==> src/rtl/mainreg_pkg.sv <==
// Shared encodings and constant-port helper for the parametrised main register file.
package mainreg_pkg;

    typedef enum logic [1:0] {
        CS_ZERO = 2'b00,
        CS_ONES = 2'b01,
        CS_ONE  = 2'b10,
        CS_RSVD = 2'b11
    } csel_e;

    typedef enum logic [1:0] {
        IX_NONE = 2'b00,
        IX_INC  = 2'b01,
        IX_DEC  = 2'b10,
        IX_NOP  = 2'b11
    } ixop_e;

    // Bit 'pos' of the constant selected by csel; evaluated per bit so it fits any width.
    function automatic logic const_bit(input logic [1:0] csel, input int unsigned pos);
        case (csel)
            CS_ONES: return 1'b1;
            CS_ONE:  return (pos == 0);
            default: return 1'b0;
        endcase
    endfunction

endpackage

==> src/rtl/mainreg_gen_regn_bit.sv <==
// WIDTH-bit general register with load enable and asynchronous active-low clear.
module regn_bit #(
    parameter int WIDTH = 8
) (
    input  logic             CLK,
    input  logic             CLEAR_N,
    input  logic             LOAD,
    input  logic [WIDTH-1:0] D,
    output logic [WIDTH-1:0] Q
);

    logic [WIDTH-1:0] r_q;

    // NOTE: state is updated with <= so every flop samples pre-edge values, whatever the block order.
    always_ff @(posedge CLK or negedge CLEAR_N) begin
        if (!CLEAR_N) begin
            r_q <= '0;
        end else if (LOAD) begin
            r_q <= D;
        end
    end

    assign Q = r_q;

endmodule

==> src/rtl/mainreg_gen.sv <==
// NREG x WIDTH register file: one write port, two read ports, constant port, and an
// index register (top entry) with post-increment/decrement and a registered wrap flag.
module mainreg_gen
    import mainreg_pkg::*;
#(
    parameter  int WIDTH  = 8,
    parameter  int NREG   = 4,
    parameter  int BYPASS = 1,
    localparam int AW     = $clog2(NREG)
) (
    input  logic                  CLK,
    input  logic                  RESET,
    input  logic [WIDTH-1:0]      IN,
    input  logic                  MRWE,
    input  logic [AW-1:0]         WA,
    input  logic [AW-1:0]         RA,
    input  logic [AW-1:0]         RB,
    input  logic [1:0]            CSEL,
    input  logic [1:0]            IXOP,
    output logic [WIDTH-1:0]      OUTA,
    output logic [WIDTH-1:0]      OUTB,
    output logic [WIDTH-1:0]      OUTC,
    output logic [WIDTH-1:0]      OIX,
    output logic                  IXC,
    output logic [NREG*WIDTH-1:0] ODUMP
);

    localparam logic [AW-1:0] IX_ADDR = AW'(NREG - 1);

    logic [WIDTH-1:0] w_regs [NREG];
    logic             w_ix_wr;
    logic [WIDTH-1:0] r_ix;
    logic             r_ixc;

    for (genvar g = 0; g < NREG - 1; g++) begin : g_gpr
        regn_bit #(.WIDTH(WIDTH)) u_reg (
            .CLK     (CLK),
            .CLEAR_N (RESET),
            .LOAD    (MRWE && (WA == AW'(g))),
            .D       (IN),
            .Q       (w_regs[g])
        );
    end

    assign w_ix_wr = MRWE && (WA == IX_ADDR);

    // A write to IX takes priority over any index op and always clears the wrap flag.
    always_ff @(posedge CLK or negedge RESET) begin
        if (!RESET) begin
            r_ix  <= '0;
            r_ixc <= 1'b0;
        end else if (w_ix_wr) begin
            r_ix  <= IN;
            r_ixc <= 1'b0;
        end else begin
            case (IXOP)
                IX_INC: begin
                    r_ix  <= r_ix + WIDTH'(1);
                    r_ixc <= (r_ix == '1);
                end
                IX_DEC: begin
                    r_ix  <= r_ix - WIDTH'(1);
                    r_ixc <= (r_ix == '0);
                end
                default: ;
            endcase
        end
    end

    assign w_regs[NREG-1] = r_ix;
    assign OIX            = r_ix;
    assign IXC            = r_ixc;

    // Forwarding uses the raw write data only; an IX inc/dec result is never bypassed.
    assign OUTA = ((BYPASS != 0) && MRWE && (WA == RA)) ? IN : w_regs[RA];
    assign OUTB = ((BYPASS != 0) && MRWE && (WA == RB)) ? IN : w_regs[RB];

    for (genvar g = 0; g < WIDTH; g++) begin : g_const
        assign OUTC[g] = const_bit(CSEL, g);
    end

    for (genvar g = 0; g < NREG; g++) begin : g_dump
        assign ODUMP[g*WIDTH +: WIDTH] = w_regs[g];
    end

endmodule

==> config.mk <==
export PLATFORM = sky130hd
export DESIGN_NAME = mainreg_gen
export DESIGN_NICKNAME = d
export VERILOG_FILES = /design/src/rtl/mainreg_pkg.sv /design/src/rtl/mainreg_gen_regn_bit.sv /design/src/rtl/mainreg_gen.sv
export SDC_FILE = /design/constraint.sdc
export NUM_CORES = 1
export LEC_CHECK = 0
export ABC_AREA = 1
export CORE_MARGIN = 3
export CORE_UTILIZATION = 35
export CTS_CLUSTER_DIAMETER = 40
export CTS_CLUSTER_SIZE = 8
export DETAILED_ROUTE_END_ITERATION = 12
export DONT_BUFFER_PORTS = 1
export GPL_TIMING_DRIVEN = 0
export PLACE_DENSITY = 0.45
export SLEW_MARGIN = 20
export SYNTH_ARGS = -nofsm -noshare
export SYNTH_HDL_FRONTEND = slang
export SYNTH_SLANG_ARGS = --single-unit
export TNS_END_PERCENT = 10
==> constraint.sdc <==
create_clock -name CLK -period 2 [get_ports CLK]
set_input_delay 0.2 -clock CLK [delete_from_list [all_inputs] [get_ports CLK]]
set_output_delay 0.2 -clock CLK [all_outputs]
set_load 0.01 [all_outputs]
Word-level counts from Yosys, hierarchy flattened
Cells that the tools add are included.
Widths: inputs -> output; s select.

storage, ports and cells
  word-level logic and storage cells = 45
  output and inout port bits = 65
  input port bits = 21
  flip-flop bits (word level) = 33

cells by class
  add/subtract/negate cells = 2
  eq/ne operators = 10
  bitwise logic cells = 2
  mux-type cells = 14
  $lt $le $gt $ge = 2
  reduce and logical (&&, ||, !) cells = 10

operators with widths
  cell                 count
  $mux 8               7
  $bmux 8 s2           2
  $pmux 8 s2           1
  $add 8x1->8 const B  1
  $eq 2x2->1 const B   4
  $eq 8x8->1 const B   1
  $logic_not 8->1      1
  $sub 8x1->8 const B  1
  $eq 2x1->1 const B   3
  $ge 3x3->1 const B   2
  $logic_and 1x1->1    6
  $not 2->3            2
  $eq 2x2->1           2
  $mux 1               3
  $reduce_bool 3->1    1
  $logic_not 2->1      1
  $pmux 1 s2           1
  $reduce_or 2->1      1

Depth between registers and ports, before layout
Gate-level depths: netlist (run 1).

  depth after elaboration = 5
  gate-level depth with buffers = 15
  depth with buffers taken out = 14

Modules after synthesis
A second synthesis (run 1) with hierarchy kept.

unflattened totals
  cell total of the unflattened synthesis = 415
  area total of the unflattened synthesis = 2632.5 µm²

modules (own cells, without submodules)
  module       seq. area each (µm²)  area an instance (µm²)  cells each  instances
  mainreg_gen  225.2                 1716.6                  313         1
  regn_bit     200.2                 305.3                   34          3

Worst setup path before layout (run 1)
OpenSTA, ideal clock, no wires.

  path type = flip-flop to flip-flop
  start = register r_ix[1], in the netlist OIX[1]
  end = register r_ix[4], in the netlist OIX[4]
  setup time = 121 ps
  cell stages (with the launch flop) = 14
  arrival = 1347 ps
  path slack = 532 ps
  cell sequence = dfrtp_1 > inv_1 > nand2_1 > nand2_1 > inv_1 > ha_1 > inv_1 > nand2_1 > nand2_1 > nand2_1 > nand2_1 > nand2_1 > o21bai_1 > nand2_1

on the way
  cells in the longest elaborated chain, start to end = 3
  elaborated cells on any way between the ends = 4
  those cells by class = add/sub: 2; mux: 2

ends and longest elaborated chain
  item                                        RTL line                              RTL
  from (decl)                                 mainreg_gen.sv:32                     logic [WIDTH-1:0] r_ix;
  from (signal assigned)                      mainreg_gen.sv:58                     r_ix <= r_ix + WIDTH'(1);
  from (signal assigned)                      mainreg_gen.sv:62                     r_ix <= r_ix - WIDTH'(1);
  $sub 8x1->8 or $add 8x1->8 (tied branches)  mainreg_gen.sv:62, mainreg_gen.sv:58
  $pmux 8 s2 *                                mainreg_gen.sv:56                     case (IXOP)
  $mux 8 *                                    mainreg_gen.sv:52                     end else if (w_ix_wr) begin

Mark *: on every way between the ends. The rest lies on a longest branch, timed or not.
A chain may end at the register's enable or synchronous reset.

Worst setup path in the final report (run 1)
  start = register r_ix[2], in the netlist OIX[2]
  end = output port OUTA[2]

on the way
  cells in the longest elaborated chain, start to end = 4

ends and longest elaborated chain
  item                                       RTL line           RTL
  $bmux 8 s2                                 mainreg_gen.sv:75  assign OUTA = ((BYPASS != 0) && MRWE && (WA == RA)) ? IN : w_regs[RA];
  $mux 8 (not written as such) (2 in a row)  mainreg_gen.sv:75
  $mux 8                                     mainreg_gen.sv:75
  to (decl)                                  mainreg_gen.sv:20  output logic [WIDTH-1:0] OUTA,

Every way passes these cells. The select of a mux whose other input is x is not followed.

==> results of run 1 <==
[per-layer routing]
metal | part of all wire (%) | GRT usage (%) | vias up
met2 | 49 | 35.0 | 63
met1 | 45 | 26.5 | 1203
met5 | 0 | 0 | -
met3 | 5.3 | 4.50 | 6
met4 | 0.91 | 4.85 | 0
li1 | - | - | 1237
[critical path, cell delays in order (launching register included)]
cell	delay (ns)
dfrtp_1	0.54
inv_1	0.19
nand2_1	0.11
o211ai_1	0.09
a31oi_1	0.37
[cell families after synthesis]
kind of cell	Yosys count	share of synthesized area (%)
simple gates	140	23.2
compound gates	115	26.5
buf+inv	78	14.8
fa+ha+maj	2	1.00
flops	33	33.1
xor+xnor	4	1.40
[registers in the layout (all words and copies together), names as in the netlist]
signal / flops
IXC: 1
OIX: 8
g_gpr.u_reg.Q: 24
[through the flow]
stage	instances	hold slack, ns	worst slack [ns]
3_3_place_gp	468	-0.0945	0.336
6_report	478	0.0914	0.188
2_1_floorplan	372	-0.0956	0.532
4_1_cts	478	0.0872	0.170
5_1_grt	478	0.122	0.0833
3_5_place_dp	468	-0.0944	0.298
[path summary, 6_finish.rpt]
check,startpoint,to,slack [ns],cells after the start
setup / recovery,OIX[2],OUTA[2],0.19,4
hold / removal,IN[2],OIX[2],0.09,2
setup reg to reg,OIX[1],OIX[4],0.32,13
hold reg to reg,IXC,IXC,0.56,2
max in group asynchronous,RESET,g_gpr[1].u_reg.Q[1],1.46,2
min in group asynchronous,RESET,OIX[1],0.34,2
[what timing repair did]
item,4_1_cts,5_1_grt
endpoints found under the hold margin,33,0
endpoints found under the setup margin,0,0
hold buffers,2,0
[power by group]
part,internal [mW],switching [mW],leakage [nW]
clock,0.406,0.285,0.0574
combinational,0.375,0.634,0.899
sequential,0.804,0.297,0.409
total,1.58,1.22,1.37
[placed cells by master (no fill, tap or decap), types with 2 or more instances in the layout]
master and instances:
nand2_1 88, o21ai_0 66, inv_1 44, dfrtp_1 33, nor2_1 23, a21oi_1 17
nand3_1 17, buf_4 15, clkbuf_1 10, o21ai_2 9, a31oi_1 9, o211ai_1 8
clkbuf_8 6, buf_2 5, nand2_2 5, inv_2 2, buf_6 2, xnor2_1 2
nor2_2 2, nand4_1 2, xor2_1 2, o221ai_1 2, ha_1 2
[area by class of cell]
class | count | share of cell area [%]
clock buffer | 6 | 2.98
tap | 96 | 4.34
inverter | 46 | 6.24
clock inverter | 2 | 1.36
multi-input combinational | 261 | 47.0
timing repair buffer | 2 | 1.08
buffer | 32 | 7.14
sequential | 33 | 29.8
==> flow_summary.toml, run 1 <==
[floorplanning]
die_area_um2 = 8180
io-pin-count = 86
initial_core_util_pct = 36.4
rows = 30
die_w_um = 90.5
core_um2 = 6870
die_h_um = 90.5

[synth]
async_reset_ff_share_pct = 100
ys_ff_latch = 33
synth_edf_count = 0
ys_types = 29
syn-num-nets = 395
synth-main-ff-cell = "dfrtp_1"
syn_area_um2 = 2500
yosys_warnings = 0
yosysTopAreaCellShare_pct = 33.1
yosysMostFrequentCell = "nand2_1"
ys_seq_area_share_pct = 33.1
synthTopCellsByArea = "dfrtp_1 33%, nand2_1 13%, o21ai_0 13%"
avgSynthCellArea_um2 = 6.71
synth_area_leader_cell = "dfrtp_1"
yosys-top-cells-count = "88 x nand2_1, 66 x o21ai_0, 44 x inv_1"
synth_cells = 372

[power]
peakVddDrop_mv = 0.419
p_leak_nw = 1.37
finalPower_mw = 2.80
powerDensity_nw_per_um2 = 1010

[sta]
max_freq_mhz = 552
slew_headroom_pct = 66.0
period_minus_slack_ns = 1.81
clock_skew_ns = 0.00726
finalHoldViolCount = 0
rsz0062_at_grt = "no"
finalCritPeriodShare_pct = 90.6
setup_tns_ns = 0
report.final.slew_viol_count = 0
setup_viol = 0
tightest_slew_ns = 0.511

[cells_and_area]
num-nets-final = 404
final_area_um2 = 2770
nFillCells = 760
drive_gt1_share_pct = 13.4
syn_to_final_growth_pct = 10.8
num_antenna_cells = 0
register_area_um2 = 826
multi_input_area_um2 = 1300
final_core_util_pct = 40.3

[hold_path]
worst_hold_path_type = "in2reg"

[detailed_routing]
totalWireLength_um = 8340
wl_per_cell_um = 17.4
post-route-drc-count = 0
antenna_left = 0
vias = 2509
dr.pass1.iters = 4
via_per_inst = 5.25
first_iter_violations = 108

[clock_network]
root_buffer = "clkbuf_8"
cts_buffers = 5
clk_pin_slew_ns = 0.08
cts_buffer_depth = 2
cts_tree = "done"
clock_latency_ns = 0.30
htree_levels = 2
numClockSinks = 33
post_cts_buffers = 0
post_cts_resized = 0

[critical_path]
worstPathMaxFanout = 7
startpoint_type = "register"
required_ns = 1.80
worst_setup_path_end_kind = "output port"
crit_type = "reg2out"
worstPathArrival_ns = 1.61

[outcome]
status = "completed"

[placement]
io_buffers = 0
gp_congestion = 0.849
hpwl_um = 6640
place_area_um2 = 2620

[flow_run]
maxCapViolCount = 0

[global_route]
grt_usage_pct = 20.5
grt_pass1_vias = 2415
grt_max_degree = 34
antenna_found_initial = 0
grt_remaining_overflow = 0
grt_pass1_wl_um = 13500
Power figures use the tool's default switching activity.
==> run 2: changes to the inputs <==
--- a/config.mk
+++ b/config.mk
@@ -9,7 +9,6 @@
 export CORE_MARGIN = 3
 export CORE_UTILIZATION = 35
 export CTS_CLUSTER_DIAMETER = 40
-export CTS_CLUSTER_SIZE = 8
 export DETAILED_ROUTE_END_ITERATION = 12
 export DONT_BUFFER_PORTS = 1
 export GPL_TIMING_DRIVEN = 0
@@ -18,4 +17,4 @@
 export SYNTH_ARGS = -nofsm -noshare
 export SYNTH_HDL_FRONTEND = slang
 export SYNTH_SLANG_ARGS = --single-unit
-export TNS_END_PERCENT = 10
+export TNS_END_PERCENT = 1
==> results of run 2 <==
No change in the layout: final DEF, timing and power equal those of run 1.
